### src/rtl/register_file.sv
// 32 x 32-bit register file with two combinational read ports, one writeback port
// and a pending-write (busy) scoreboard. Define REGISTER_FILE_BYPASS_EN for write-to-read bypass.
module register_file (
    input  logic        clk,
    input  logic        rst_n,
    input  logic        wb_reg_en,
    input  logic [4:0]  wb_reg_addr,
    input  logic [31:0] wb_reg_data,
    input  logic [4:0]  id_reg_addr1,
    input  logic [4:0]  id_reg_addr2,
    output logic [31:0] id_reg_data1,
    output logic [31:0] id_reg_data2,
    input  logic        id_mark_en,
    input  logic [4:0]  id_mark_addr,
    output logic        id_reg_busy1,
    output logic        id_reg_busy2
);

    logic [31:0][31:0] regs_q, regs_d;
    logic [31:0]       busy_q, busy_d;

    logic wb_hit;
    logic mark_hit;

    assign wb_hit   = wb_reg_en  && (wb_reg_addr  != 5'd0);
    assign mark_hit = id_mark_en && (id_mark_addr != 5'd0);

    // NOTE: every always_comb output is given its hold value first, so no path infers a latch.
    always_comb begin
        regs_d = regs_q;
        busy_d = busy_q;
        if (wb_hit) begin
            regs_d[wb_reg_addr] = wb_reg_data;
            busy_d[wb_reg_addr] = 1'b0;
        end
        // Applied after the clear so a same-register mark wins.
        if (mark_hit) begin
            busy_d[id_mark_addr] = 1'b1;
        end
    end

    // NOTE: state flops use non-blocking assignments. The storage is built from flops, not a
    // RAM macro, so clearing the whole array in one reset cycle is legal and intended.
    always_ff @(posedge clk) begin
        if (!rst_n) begin
            regs_q <= '0;
            busy_q <= '0;
        end else begin
            regs_q <= regs_d;
            busy_q <= busy_d;
        end
    end

    logic [31:0] stored_data1, stored_data2;
    logic        stored_busy1, stored_busy2;

    // Register 0 is never written and never marked, so its stored entry stays zero.
    assign stored_data1 = regs_q[id_reg_addr1];
    assign stored_data2 = regs_q[id_reg_addr2];
    assign stored_busy1 = busy_q[id_reg_addr1];
    assign stored_busy2 = busy_q[id_reg_addr2];

`ifdef REGISTER_FILE_BYPASS_EN
    logic byp1, byp2;

    assign byp1 = rst_n && wb_hit && (wb_reg_addr == id_reg_addr1);
    assign byp2 = rst_n && wb_hit && (wb_reg_addr == id_reg_addr2);

    always_comb begin
        id_reg_data1 = byp1 ? wb_reg_data : stored_data1;
        id_reg_data2 = byp2 ? wb_reg_data : stored_data2;
        id_reg_busy1 = byp1 ? 1'b0 : stored_busy1;
        id_reg_busy2 = byp2 ? 1'b0 : stored_busy2;
    end
`else
    always_comb begin
        id_reg_data1 = stored_data1;
        id_reg_data2 = stored_data2;
        id_reg_busy1 = stored_busy1;
        id_reg_busy2 = stored_busy2;
    end
`endif

endmodule

### config.mk
export PLATFORM = sky130hd
export DESIGN_NAME = register_file
export DESIGN_NICKNAME = d
export VERILOG_FILES = /design/src/rtl/register_file.sv
export SDC_FILE = /design/constraint.sdc
export NUM_CORES = 2
export LEC_CHECK = 0
export BUFFER_PORTS_ARGS = -buffer_cell sky130_fd_sc_hd__clkbuf_2
export CORE_ASPECT_RATIO = 1.25
export CORE_MARGIN = 3
export CORE_UTILIZATION = 60
export CTS_CLUSTER_SIZE = 40
export DETAILED_ROUTE_END_ITERATION = 10
export PLACE_DENSITY_LB_ADDON = 0.08
export SLEW_MARGIN = 25
export SYNTH_ARGS = -nofsm -noshare
export SYNTH_HDL_FRONTEND = slang
export SYNTH_SLANG_ARGS = --single-unit
### constraint.sdc
create_clock -name clk -period 1.7 [get_ports clk]
set_input_delay 0.17 -clock clk [delete_from_list [all_inputs] [get_ports clk]]
set_output_delay 0.17 -clock clk [all_outputs]
set_load 0.02 [all_outputs]
# Word-level counts from Yosys, hierarchy flattened
# Cells that the tools add are included.
[word_totals] ff_bits=1056 in_bits=56
[op_classes] order_cmp=6 muxes=17 n_bitwise=3 n_reduce_logical=6
[op_table] op="1024-bit bitwise mux" n=1
[op_table] op="32-bit binary-select mux with 5-bit select" n=2
[op_table] op="32-bit demux with 5-bit select" n=1
[op_table] op="32-bit 2-to-1 mux" n=5
[op_table] op="32-bit AND" n=1
[op_table] op="32-bit NOT" n=1
[op_table] op="32-bit OR" n=1
[op_table] op="5-bit by 6-bit < comparator with 1-bit output (second input constant)" n=4
[op_table] op="1-bit binary-select mux with 5-bit select" n=2
[op_table] op="1-bit demux with 5-bit select" n=2
[op_table] op="5-bit by 1-bit >= comparator with 1-bit output (second input constant)" n=2
[op_table] op="5-bit nonzero test" n=2
[op_table] op="1-bit logical AND" n=4
[op_table] op="1-bit 2-to-1 mux" n=4

# Depth between registers and ports, before layout
[logic_depth] word_depth=9 ltp_mapped=8 ltp_nobuf=5

# Least setup slack after synthesis
# No wires, ideal clock.
[synth_timing] path_type="input to output" start="input id_reg_addr1[1]" end="output id_reg_data1[17]" t_arrival_ns=1.564 slack_ns=-0.034 cell_stages=8 path_cell_list="buf_2 > buf_2 > buf_2 > buf_2 > mux2i_1 > a22oi_1 > a31oi_1 > nand3_1"
[synth_via] elab_chain_len=2
[synth_rtl] item="from (decl)" line="9" rtl="input logic [4:0] id_reg_addr1,"
[synth_rtl] item="32-bit binary-select mux with 5-bit select" line="58" rtl="assign stored_data1 = regs_q[id_reg_addr1];"
[synth_rtl] item="32-bit 2-to-1 mux (implied by the code)" line="58"
[synth_rtl] item="to (decl)" line="11" rtl="output logic [31:0] id_reg_data1,"
# Every way passes these cells. The select of a mux whose other input is x is not followed.

# Worst setup path in the final report
[layout_timing] start="register regs_q[70] (netlist name)" end="output id_reg_data1[6]"
[layout_via] elab_chain_len=2
[layout_rtl] item="from (decl)" line="19" rtl="logic [31:0][31:0] regs_q, regs_d;"
[layout_rtl] item="from (signal assigned)" line="49" rtl="regs_q <= regs_d;"
[layout_rtl] item="32-bit binary-select mux with 5-bit select" line="58"
[layout_rtl] item="32-bit 2-to-1 mux (implied by the code)" line="58"
# Every way passes these cells. The select of a mux whose other input is x is not followed.

==> metrics.yaml <==
global_route:
  grt_max_degree: 136
  antenna_found_initial: 5
  grt_pass1_vias: 54400
  grtUsageTotal: 0.443
  grt_pass1_wl_mm: 333
  use_met3: 0.112
  grt_remaining_overflow: 0
  use_met2: 0.666
  met1_usage: 0.555
  grt-busiest-layer: "met2"
critical_path:
  worst-endpoint-arrival_ns: 2.14
  r2r_cells: 3
  worstReg2RegEnd: "regs_q[945]"
  worstSetupPathType: "register to primary output"
  end_kind: "primary output"
  start_kind: "register"
  worst-path-max-fanout: 2
  r2r-start: "regs_q[945]"
  rrSetupSlack_ns: 0.48
  endpoint: "id_reg_data1[6]"
  required_ns: 1.53
  startpoint: "regs_q[70]"
status:
  violations: "negative setup slack"
  outcome: "finished with violations"
synth:
  synth_adder_area_share: 0
  synth_top_family_by_area: "compound AO/OA/AOI/OAI gates"
  synth_area_mm2: 0.0570
  synthCells: 7038
  synth_xor_area_frac: 0
  ys_seq_area_frac: 0.371
  yosysUniqueCellTypes: 32
  syn_nets: 7094
  yosysWarnings: 0
  ys_ff_latch: 1056
  synthMuxAreaShare: 0.185
  syn_area_per_cell_um2: 8.10
  yosys.area_share.simple: 0.187
  synth-compound-area-share: 0.206
sta:
  drv_slew: 0
  hold_viol: 0
  fin_crit_ns: 2.31
  final-setup-viol-count: 66
  layout_setup_ws_ns: -0.613
  fmax_mhz: 432
  skew_ns: 0
  rsz0062_at_grt: "yes"
  whs_ns: 0.0333
  worst_slew_pin_slew_ns: 0.883
  post-route-period-util: 1.36
  slew_headroom: 0.410
job:
  drv_cap: 0
clock_tree:
  cts_root_buffer: "clkbuf_16"
  cts_tree: "yes"
  clockBufferDepth: 3
  clk_latency_ns: 0.69
  cts_buffers: 107
  cts_htree_levels: 3
  path_clk_slew_ns: 0.07
  clkSinkCount: 1056
pwr:
  swShare: 0.265
  p_seq_frac: 0.433
  p_int_mw: 42.6
  power.switching_mw: 15.4
  clock_power_share: 0.425
  p_comb_frac: 0.142
  p_leak_nw: 26.8
  power_density_mw_per_mm2: 824
  irDropWorstVdd_mv: 0.852
finish:
  fillers: 6849
  nets: 7254
  final_cells: 8495
  layout_common_cells: "nand2_1 (2185), mux2i_1 (1046), dfxtp_1 (884), a21boi_0 (725), buf_4 (330)"
  area_growth_pct: 23.4
  stdcell_area_mm2: 0.0704
  layout-drive-gt1-share: 0.180
  final_common_cell: "nand2_1"
  multi_input_area_mm2: 0.0348
  regArea_mm2: 0.0214
die:
  num_rows: 125
  initial_utilization: 0.609
  core-area_mm2: 0.0937
  die_w_um: 282
  die_h_um: 351
  dieArea_mm2: 0.0988
  io_pins: 122
drt:
  drtIter0Drc: 7219
  vias: 56100
  wirelength_mm: 227
  drc: 0
  ant_nets: 0
  first_pass_iters: 9
  wl_per_cell_um: 26.7
  vias_per_cell: 6.60
placement:
  post-place-cells: 8288
  gp_congestion: 0.962
  io_buffers: 121
  hpwl_mm: 149
  place_area_mm2: 0.0642
worst_hold_path:
  hp-class: "primary input to register"
-- repair_timing --
item,in CTS,in global routing
gates cloned,0,2
gates resized for setup,469,150
hold endpoints to repair,218,0
hold buffers,23,0
buffers inserted,5,12
pin swaps,163,148
setup endpoints to repair,66,66
-- kinds of logic (layout without fill, tap and decap cells) --
family,Yosys count,in the layout
buf+inv,680,928
other cells,0,3
simple gates,2629,2629
mux,1056,1056
flops,1056,1056
compound gates,1617,1617
-- sequential cells by signal (all words and copies together) (netlist names) --
signal / count
busy_q: 32
regs_q: 1024
-- Yosys cell counts, drive strengths merged --
cell type  count  share of area
nand2       2220           0.15
dfxtp       1056           0.37
nand3        198          0.017
buf          287          0.026
a21oi        198          0.017
mux2i       1056           0.19
nand4          1        0.00011
a21boi       992           0.13
nor4           9         0.0025
and2          38         0.0042
nand2b        12         0.0016
a22oi        229          0.030
nor3          79         0.0080
clkbuf       393          0.026
a22o         132          0.020
nor2          28         0.0022
nor2b         39         0.0043
a31oi         66         0.0072
or2            5        0.00059
-- per-stage QoR --
stage	setup TNS (ns)	setup slack [ns]	total power [mW]	utilization
2_1_floorplan	-1.98	-0.0342	29.5	-
3_3_place_gp	-52.17	-0.508	32.7	0.685
3_5_place_dp	-66.69	-0.484	32.7	0.685
4_1_cts	-31.95	-0.621	57.5	0.746
5_1_grt	-33.55	-0.649	59.1	0.751
6_report	-30.86	-0.613	58.0	0.751
-- power by group through the flow --
| stage | Combinational [mW] | Sequential (mW) | Clock, mW |
|---|---|---|---|
| 4_1_cts | 7.81 | 25.1 | 24.6 |
| 2_1_floorplan | 3.97 | 25.6 | 0 |
| 5_1_grt | 8.46 | 25.1 | 25.6 |
| 3_3_place_gp | 7.07 | 25.6 | 0 |
| 6_report | 8.25 | 25.1 | 24.6 |
| 3_5_place_dp | 7.11 | 25.6 | 0 |
-- routing by layer --
metal | up-vias | share of wire
li1 | 24500 | -
met1 | 26900 | 0.37
met2 | 3637 | 0.43
met3 | 1089 | 0.12
met4 | 2 | 0.082
met5 | - | 0.000057
-- worst max-delay path, stage by stage, from the launching register on --
cell	delay, ns
dfxtp_2	0.32
buf_6	0.11
mux2i_2	0.15
a22o_1	0.18
nor3_2	0.05
a31oi_1	0.23
buf_4	0.20
nand3_4	0.07
buf_8	0.13
-- final cells by class --
cell class,count,share of cell area
diodes,3,0.000107
clock buffers,158,0.0455
clock inverters,39,0.00587
multi-input cells,5302,0.495
flip-flops and latches,1056,0.303
well taps,1206,0.0214
repair buffers,731,0.129
-- how the worst min path moves through the flow --
stage / start / endpoint / slack, ns / depth (start not counted)
after detailed placement: regs_q[529] / regs_q[529] / 0.46 / 2
after global placement: regs_q[411] / regs_q[411] / 0.45 / 2
after global routing: wb_reg_data[4] / regs_q[900] / 0.04 / 3
after floorplan: wb_reg_data[8] / regs_q[1000] / 0.31 / 2
after CTS: wb_reg_data[2] / regs_q[66] / 0.0009 / 4
final: wb_reg_data[23] / regs_q[343] / 0.03 / 4
(Power assumes the default switching activity.)
